`config.mk`:
```
export PLATFORM = sky130hd
export DESIGN_NAME = pc_gen
export DESIGN_NICKNAME = d
export VERILOG_FILES = /design/src/rtl/pc_gen_pkg.sv /design/src/rtl/pc_redirect_mux.sv /design/src/rtl/pc_gen.sv
export SDC_FILE = /design/constraint.sdc
export NUM_CORES = 1
export LEC_CHECK = 0
export BUFFER_PORTS_ARGS = -buffer_cell sky130_fd_sc_hd__buf_2
export CORE_AREA = 2 2 148 150
export CTS_CLUSTER_DIAMETER = 60
export DETAILED_ROUTE_END_ITERATION = 12
export DIE_AREA = 0 0 150 152
export PLACE_DENSITY = 0.6
export SLEW_MARGIN = 20
export SYNTH_ARGS = -nofsm -noshare
export SYNTH_HDL_FRONTEND = slang
export SYNTH_HIERARCHICAL = 1
export SYNTH_SLANG_ARGS = --single-unit
```
`constraint.sdc`:
```
create_clock -name clk -period 3.4 [get_ports clk]
set_clock_uncertainty 0.05 [all_clocks]
set_input_delay 0.17 -clock clk [delete_from_list [all_inputs] [get_ports clk]]
set_output_delay 0.17 -clock clk [all_outputs]
set_load 0.01 [all_outputs]
```
`src/rtl/pc_gen_pkg.sv`:
```
// Shared constants and state encoding for the fetch-address generator.
package pc_gen_pkg;

    localparam int unsigned INST_ADDR_W    = 32;
    localparam int unsigned HOLD_FLAG_W    = 3;
    localparam int unsigned HOLD_PC        = 1;
    localparam int unsigned TRAP_CAUSE_W   = 5;
    localparam logic [31:0] CPU_RESET_ADDR = 32'h0000_0000;
    localparam logic [1:0]  MTVEC_VECTORED = 2'b01;

    typedef enum logic [1:0] {
        PC_ST_RST  = 2'd0,
        PC_ST_RUN  = 2'd1,
        PC_ST_HOLD = 2'd2
    } pc_state_e;

endpackage

```
`src/rtl/pc_redirect_mux.sv`:
```
// Redirect priority and target calculation: trap beats jump, trap vectoring,
// jump-target alignment masking. Purely combinational.
module pc_redirect_mux
    import pc_gen_pkg::*;
#(
    parameter int unsigned ADDR_W = INST_ADDR_W,
    parameter bit          RVC_EN = 1'b1
) (
    input  logic                    i_trap_flag,
    input  logic                    i_trap_irq,
    input  logic [TRAP_CAUSE_W-1:0] i_trap_cause,
    input  logic [ADDR_W-1:0]       i_mtvec,
    input  logic                    i_jump_flag,
    input  logic [ADDR_W-1:0]       i_jump_addr,
    output logic                    o_redir_v,
    output logic [ADDR_W-1:0]       o_redir_addr
);

    logic [ADDR_W-1:0] w_trap_base;
    logic [ADDR_W-1:0] w_vec_off;
    logic [ADDR_W-1:0] w_trap_addr;
    logic [ADDR_W-1:0] w_jump_mask;
    logic              w_vectored;

    assign w_trap_base = {i_mtvec[ADDR_W-1:2], 2'b00};
    assign w_vec_off   = ADDR_W'({i_trap_cause, 2'b00});
    assign w_vectored  = (i_mtvec[1:0] == MTVEC_VECTORED);
    // Only interrupts are vectored; exceptions always land on the base.
    assign w_trap_addr = (w_vectored && i_trap_irq) ? w_trap_base + w_vec_off : w_trap_base;
    assign w_jump_mask = RVC_EN ? ~ADDR_W'(1) : ~ADDR_W'(3);

    assign o_redir_v    = i_trap_flag | i_jump_flag;
    assign o_redir_addr = i_trap_flag ? w_trap_addr : (i_jump_addr & w_jump_mask);

endmodule

```
`src/rtl/pc_gen.sv`:
```
// Fetch-address generator: registered PC with req/gnt issue, optional RVC
// stepping and a one-entry pending-redirect buffer for redirects during a stall.
module pc_gen
    import pc_gen_pkg::*;
#(
    parameter int unsigned       ADDR_W     = INST_ADDR_W,
    parameter logic [ADDR_W-1:0] RESET_ADDR = ADDR_W'(CPU_RESET_ADDR),
    parameter int unsigned       HOLD_W     = HOLD_FLAG_W,
    parameter bit                RVC_EN     = 1'b1
) (
    input  logic                    clk,
    input  logic                    rst,
    input  logic                    jtag_reset_flag_i,
    input  logic                    trap_flag_i,
    input  logic                    trap_irq_i,
    input  logic [TRAP_CAUSE_W-1:0] trap_cause_i,
    input  logic [ADDR_W-1:0]       mtvec_i,
    input  logic                    jump_flag_i,
    input  logic [ADDR_W-1:0]       jump_addr_i,
    input  logic [HOLD_W-1:0]       hold_flag_i,
    input  logic                    step_c_i,
    input  logic                    fetch_gnt_i,
    output logic                    fetch_req_o,
    output logic [ADDR_W-1:0]       pc_o,
    output logic [ADDR_W-1:0]       pc_prev_o
);

    pc_state_e         r_state;
    logic              r_fetch_req;
    logic [ADDR_W-1:0] r_pc;
    logic [ADDR_W-1:0] r_pc_prev;
    logic              r_pend_v;
    logic [ADDR_W-1:0] r_pend_addr;

    logic              w_redir_v;
    logic [ADDR_W-1:0] w_redir_addr;
    logic              w_hold;
    logic [ADDR_W-1:0] w_step;
    logic [ADDR_W-1:0] w_pc_seq;

    pc_redirect_mux #(
        .ADDR_W (ADDR_W),
        .RVC_EN (RVC_EN)
    ) u_redirect_mux (
        .i_trap_flag  (trap_flag_i),
        .i_trap_irq   (trap_irq_i),
        .i_trap_cause (trap_cause_i),
        .i_mtvec      (mtvec_i),
        .i_jump_flag  (jump_flag_i),
        .i_jump_addr  (jump_addr_i),
        .o_redir_v    (w_redir_v),
        .o_redir_addr (w_redir_addr)
    );

    assign w_hold   = (hold_flag_i >= HOLD_W'(HOLD_PC));
    assign w_step   = (RVC_EN && step_c_i) ? ADDR_W'(2) : ADDR_W'(4);
    assign w_pc_seq = r_pc + w_step;

    // NOTE: every register here is written with <= so all of them update from
    // the same pre-edge values; a blocking = would let later lines see new state.
    always_ff @(posedge clk or negedge rst) begin
        if (!rst) begin
            r_state     <= PC_ST_RST;
            r_fetch_req <= 1'b0;
            r_pc        <= RESET_ADDR;
            r_pc_prev   <= RESET_ADDR;
            r_pend_v    <= 1'b0;
            r_pend_addr <= RESET_ADDR;
        end else if (jtag_reset_flag_i) begin
            r_state     <= PC_ST_RST;
            r_fetch_req <= 1'b0;
            r_pc        <= RESET_ADDR;
            r_pend_v    <= 1'b0;
        end else begin
            unique case (r_state)
                PC_ST_RST: begin
                    if (w_redir_v) r_pc <= w_redir_addr;
                    r_state     <= PC_ST_RUN;
                    r_fetch_req <= 1'b1;
                end
                PC_ST_RUN: begin
                    if (fetch_gnt_i) begin
                        r_pc_prev   <= r_pc;
                        r_pc        <= w_redir_v ? w_redir_addr
                                     : r_pend_v  ? r_pend_addr
                                     : w_pc_seq;
                        r_pend_v    <= 1'b0;
                        r_state     <= w_hold ? PC_ST_HOLD : PC_ST_RUN;
                        r_fetch_req <= ~w_hold;
                    end else if (w_redir_v) begin
                        // Request must stay stable until granted; park the target.
                        r_pend_v    <= 1'b1;
                        r_pend_addr <= w_redir_addr;
                    end
                end
                PC_ST_HOLD: begin
                    if (w_redir_v) r_pc <= w_redir_addr;
                    if (!w_hold) begin
                        r_state     <= PC_ST_RUN;
                        r_fetch_req <= 1'b1;
                    end
                end
                default: begin
                    r_state     <= PC_ST_RST;
                    r_fetch_req <= 1'b0;
                end
            endcase
        end
    end

    assign fetch_req_o = r_fetch_req;
    assign pc_o        = r_pc;
    assign pc_prev_o   = r_pc_prev;

endmodule

```
==> results.toml <==
[synthesis]
synth_nets = 790
ys_seq_elements = 99
synth_top_area_share_pct = 39.4
syn_area_um2 = 6290
synthFlopType = "dfrtp_1"
synthCells = 701
ys_seq_area_share_pct = 39.4
synth_edf_count = 0
avgSynthCellArea_um2 = 8.98
ys_top_cells_by_area = "dfrtp_1 (39%), mux2_2 (11%), a21oi_1 (4.8%)"
yosysUniqueCellTypes = 70
yosys_warnings = 6
synth.largest_area_cell = "dfrtp_1"
synthArstFlopShare_pct = 100

[drt]
wirelength_um = 19000
vias = 5828
vias_per_cell = 5.22
drc = 0
detail_route.wl_per_cell_um = 17.0
drt_pre_antenna_iters = 5
wl_met2_um = 8310
antenna_left = 0
drt-initial-drc-count = 452
wl_met1_um = 9350
top_layer = "met5"
dr_wl_met3_um = 1050

[timing]
setup-tns-final_ns = 0
setup_violations = 0
rsz0062_at_grt = "no"
slew_headroom_pct = 36.5
finalCriticalPeriod_ns = 2.73
worstMarginPinSlew_ns = 0.947
hold_viol_final = 0
fin_hold_ws_ns = 0.0494
post-route-period-util_pct = 80.3
clock.fmax_mhz = 366
final_max_slew_viol_count = 0

[floorplanning]
coreArea_um2 = 21400
die_h_um = 152
start_util_pct = 29.5
rows = 54
pin_count = 145
die_x_um = 150
die_area_um2 = 22800

[place]
port_buffers = 143
hpwl_um = 14500
dp.cells = 1099
gp_congestion = 0.903

[setup_path]
worst-path-buf-inv = 1
cp_data_arrival_time_ns = 2.92
critPathLaunchType = "register"
r2r_slack_ns = 0.67
critPathKind = "reg2reg"
critPathMaxStageDelay_ns = 0.59
path_delay_family = "simple AND/OR/NAND/NOR gates"
crit_path_cell_trace = "ha_1 -> inv_1 -> fa_1 -> and4b_1 -> or4b_1 -> nor2_1 -> o41ai_1 -> a211o_1"
cp_slowest_cell = "or4b_1"
cp_max_fo = 7
crit_path_end_kind = "register"
cp_num_cells = 8
regToRegStartpoint = "pc_o[1]"
r2r-end = "pc_o[17]"
ff2ff_path_depth = 8
crit_required_ns = 3.59

[clock_network]
h-tree-depth = 3
cts.sinks = 99
cts_setup_buffers = 0
clockBufferDepth = 2
cts_buffers = 9
clk_pin_slew_ns = 0.07
cts_tree = "built"
clock_latency_ns = 0.36
ctsResizeCount = 0
cts-root-buf = "clkbuf_16"
ctsHoldBuffers = 1

[cells_and_area]
final_util_pct = 35.8
final_common_cell = "buf_2"
nNetsFinal = 920
fillCellCount = 2263
area_growth_pct = 21.4
multi_input_comb_area_um2 = 3590
antenna_cells = 0
regArea_um2 = 2480
fin_cells = 1116
mostFrequentLayoutCells = "buf_2 (142), dfrtp_1 (99), nand2_1 (67), mux2_2 (60), a21oi_1 (60)"
drive_gt1_share_pct = 30.1

[hold_path]
hold_depth = 4
holdPathEnd = "r_state[0]"
min-delay-start = "hold_flag_i[2]"
hp-class = "in2reg"

[pwr]
power_density_nw_per_um2 = 469
leakage_nw = 3.44
worst_ir_drop_vdd_mv = 0.225

[global_routing]
grt_usage_pct = 17.1
grt_max_degree = 69
grt_overflow_total = 0
grt_pass1_wl_um = 30900
antenna_found_initial = 1
grt_pass1_vias = 5552

[run_status]
outcome = "finished, final reports clean"

[job]
drv_cap = 0
## flip-flops by register name, indices dropped and copies added, names as in the netlist
name	flops
r_state	2
r_pend_v	1
pc_o	32
pc_prev_o	32
r_pend_addr	32
## cell families (layout without fill, tap and decap cells)
family,count (synthesis),in the layout,synth area share [%]
AND/OR/NAND/NOR,271,271,22.4
AO/OA/AOI/OAI,162,162,15.6
flip-flops,99,99,39.4
multiplexers,68,68,12.1
buffers and inverters,57,192,3.72
XOR/XNOR,34,34,4.73
adder cells (fa/ha/maj),9,9,2.03
other,1,1,0.0596
## routing by layer
metal	vias to the layer above	GRT usage (%)
li1	2833	-
met1	2761	25.5
met2	210	25.6
met3	22	2.49
met4	2	4.81
met5	-	0
## worst min-delay path, stage by stage
cell     delay, ns
buf_2         0.07
nor3_1        0.05
nand2_1       0.06
a21oi_1       0.05
## cell type report
cell class                      instances  area share, %
Tap cell                              280           4.59
Multi-Input combinational cell        545           47.0
Clock buffer                           11           3.18
Clock inverter                          5          0.557
Inverter                                9          0.442
Sequential cell                        99           32.4
Timing Repair Buffer                  167           11.8
## worst max-delay path by stage
stage,end,slack (ns),startpoint
6_report,pc_o[17],0.67,pc_o[1]
4_1_cts,pc_o[17],0.65,pc_o[1]
3_5_place_dp,pc_o[17],0.69,pc_o[1]
2_1_floorplan,pc_o[21],0.81,pc_o[1]
3_3_place_gp,pc_o[17],0.71,pc_o[1]
5_1_grt,pc_o[17],0.55,pc_o[1]
## stage by stage
stage / power [mW] / cell area, um^2 / setup slack, ns
2_1_floorplan: 2.19 / 6290 / 0.808
3_3_place_gp: 2.59 / 7340 / 0.709
3_5_place_dp: 2.62 / 7340 / 0.686
4_1_cts: 3.63 / 7640 / 0.655
5_1_grt: 3.81 / 7640 / 0.546
6_report: 3.58 / 7640 / 0.668
## synth_stat cells, types with 5 or more instances
cell type / n
nor4_1: 10
a21o_1: 7
inv_1: 9
xnor2_1: 12
and3_1: 9
xor2_1: 22
nand2_1: 67
nand3_1: 40
nor2_1: 59
nand4_1: 26
mux2_1: 5
a21oi_1: 60
a31oi_1: 11
and2_1: 6
buf_2: 9
ha_1: 7
clkbuf_1: 33
mux2_2: 60
dfrtp_1: 99
o21ai_0: 39
nor3_1: 18
## power by group
group / total (mW) / switching, mW / internal, mW
Clock: 0.995 / 0.469 / 0.526
Sequential: 1.65 / 0.200 / 1.45
Combinational: 0.941 / 0.490 / 0.450
Note: power is estimated with default switching activity, not from simulation.
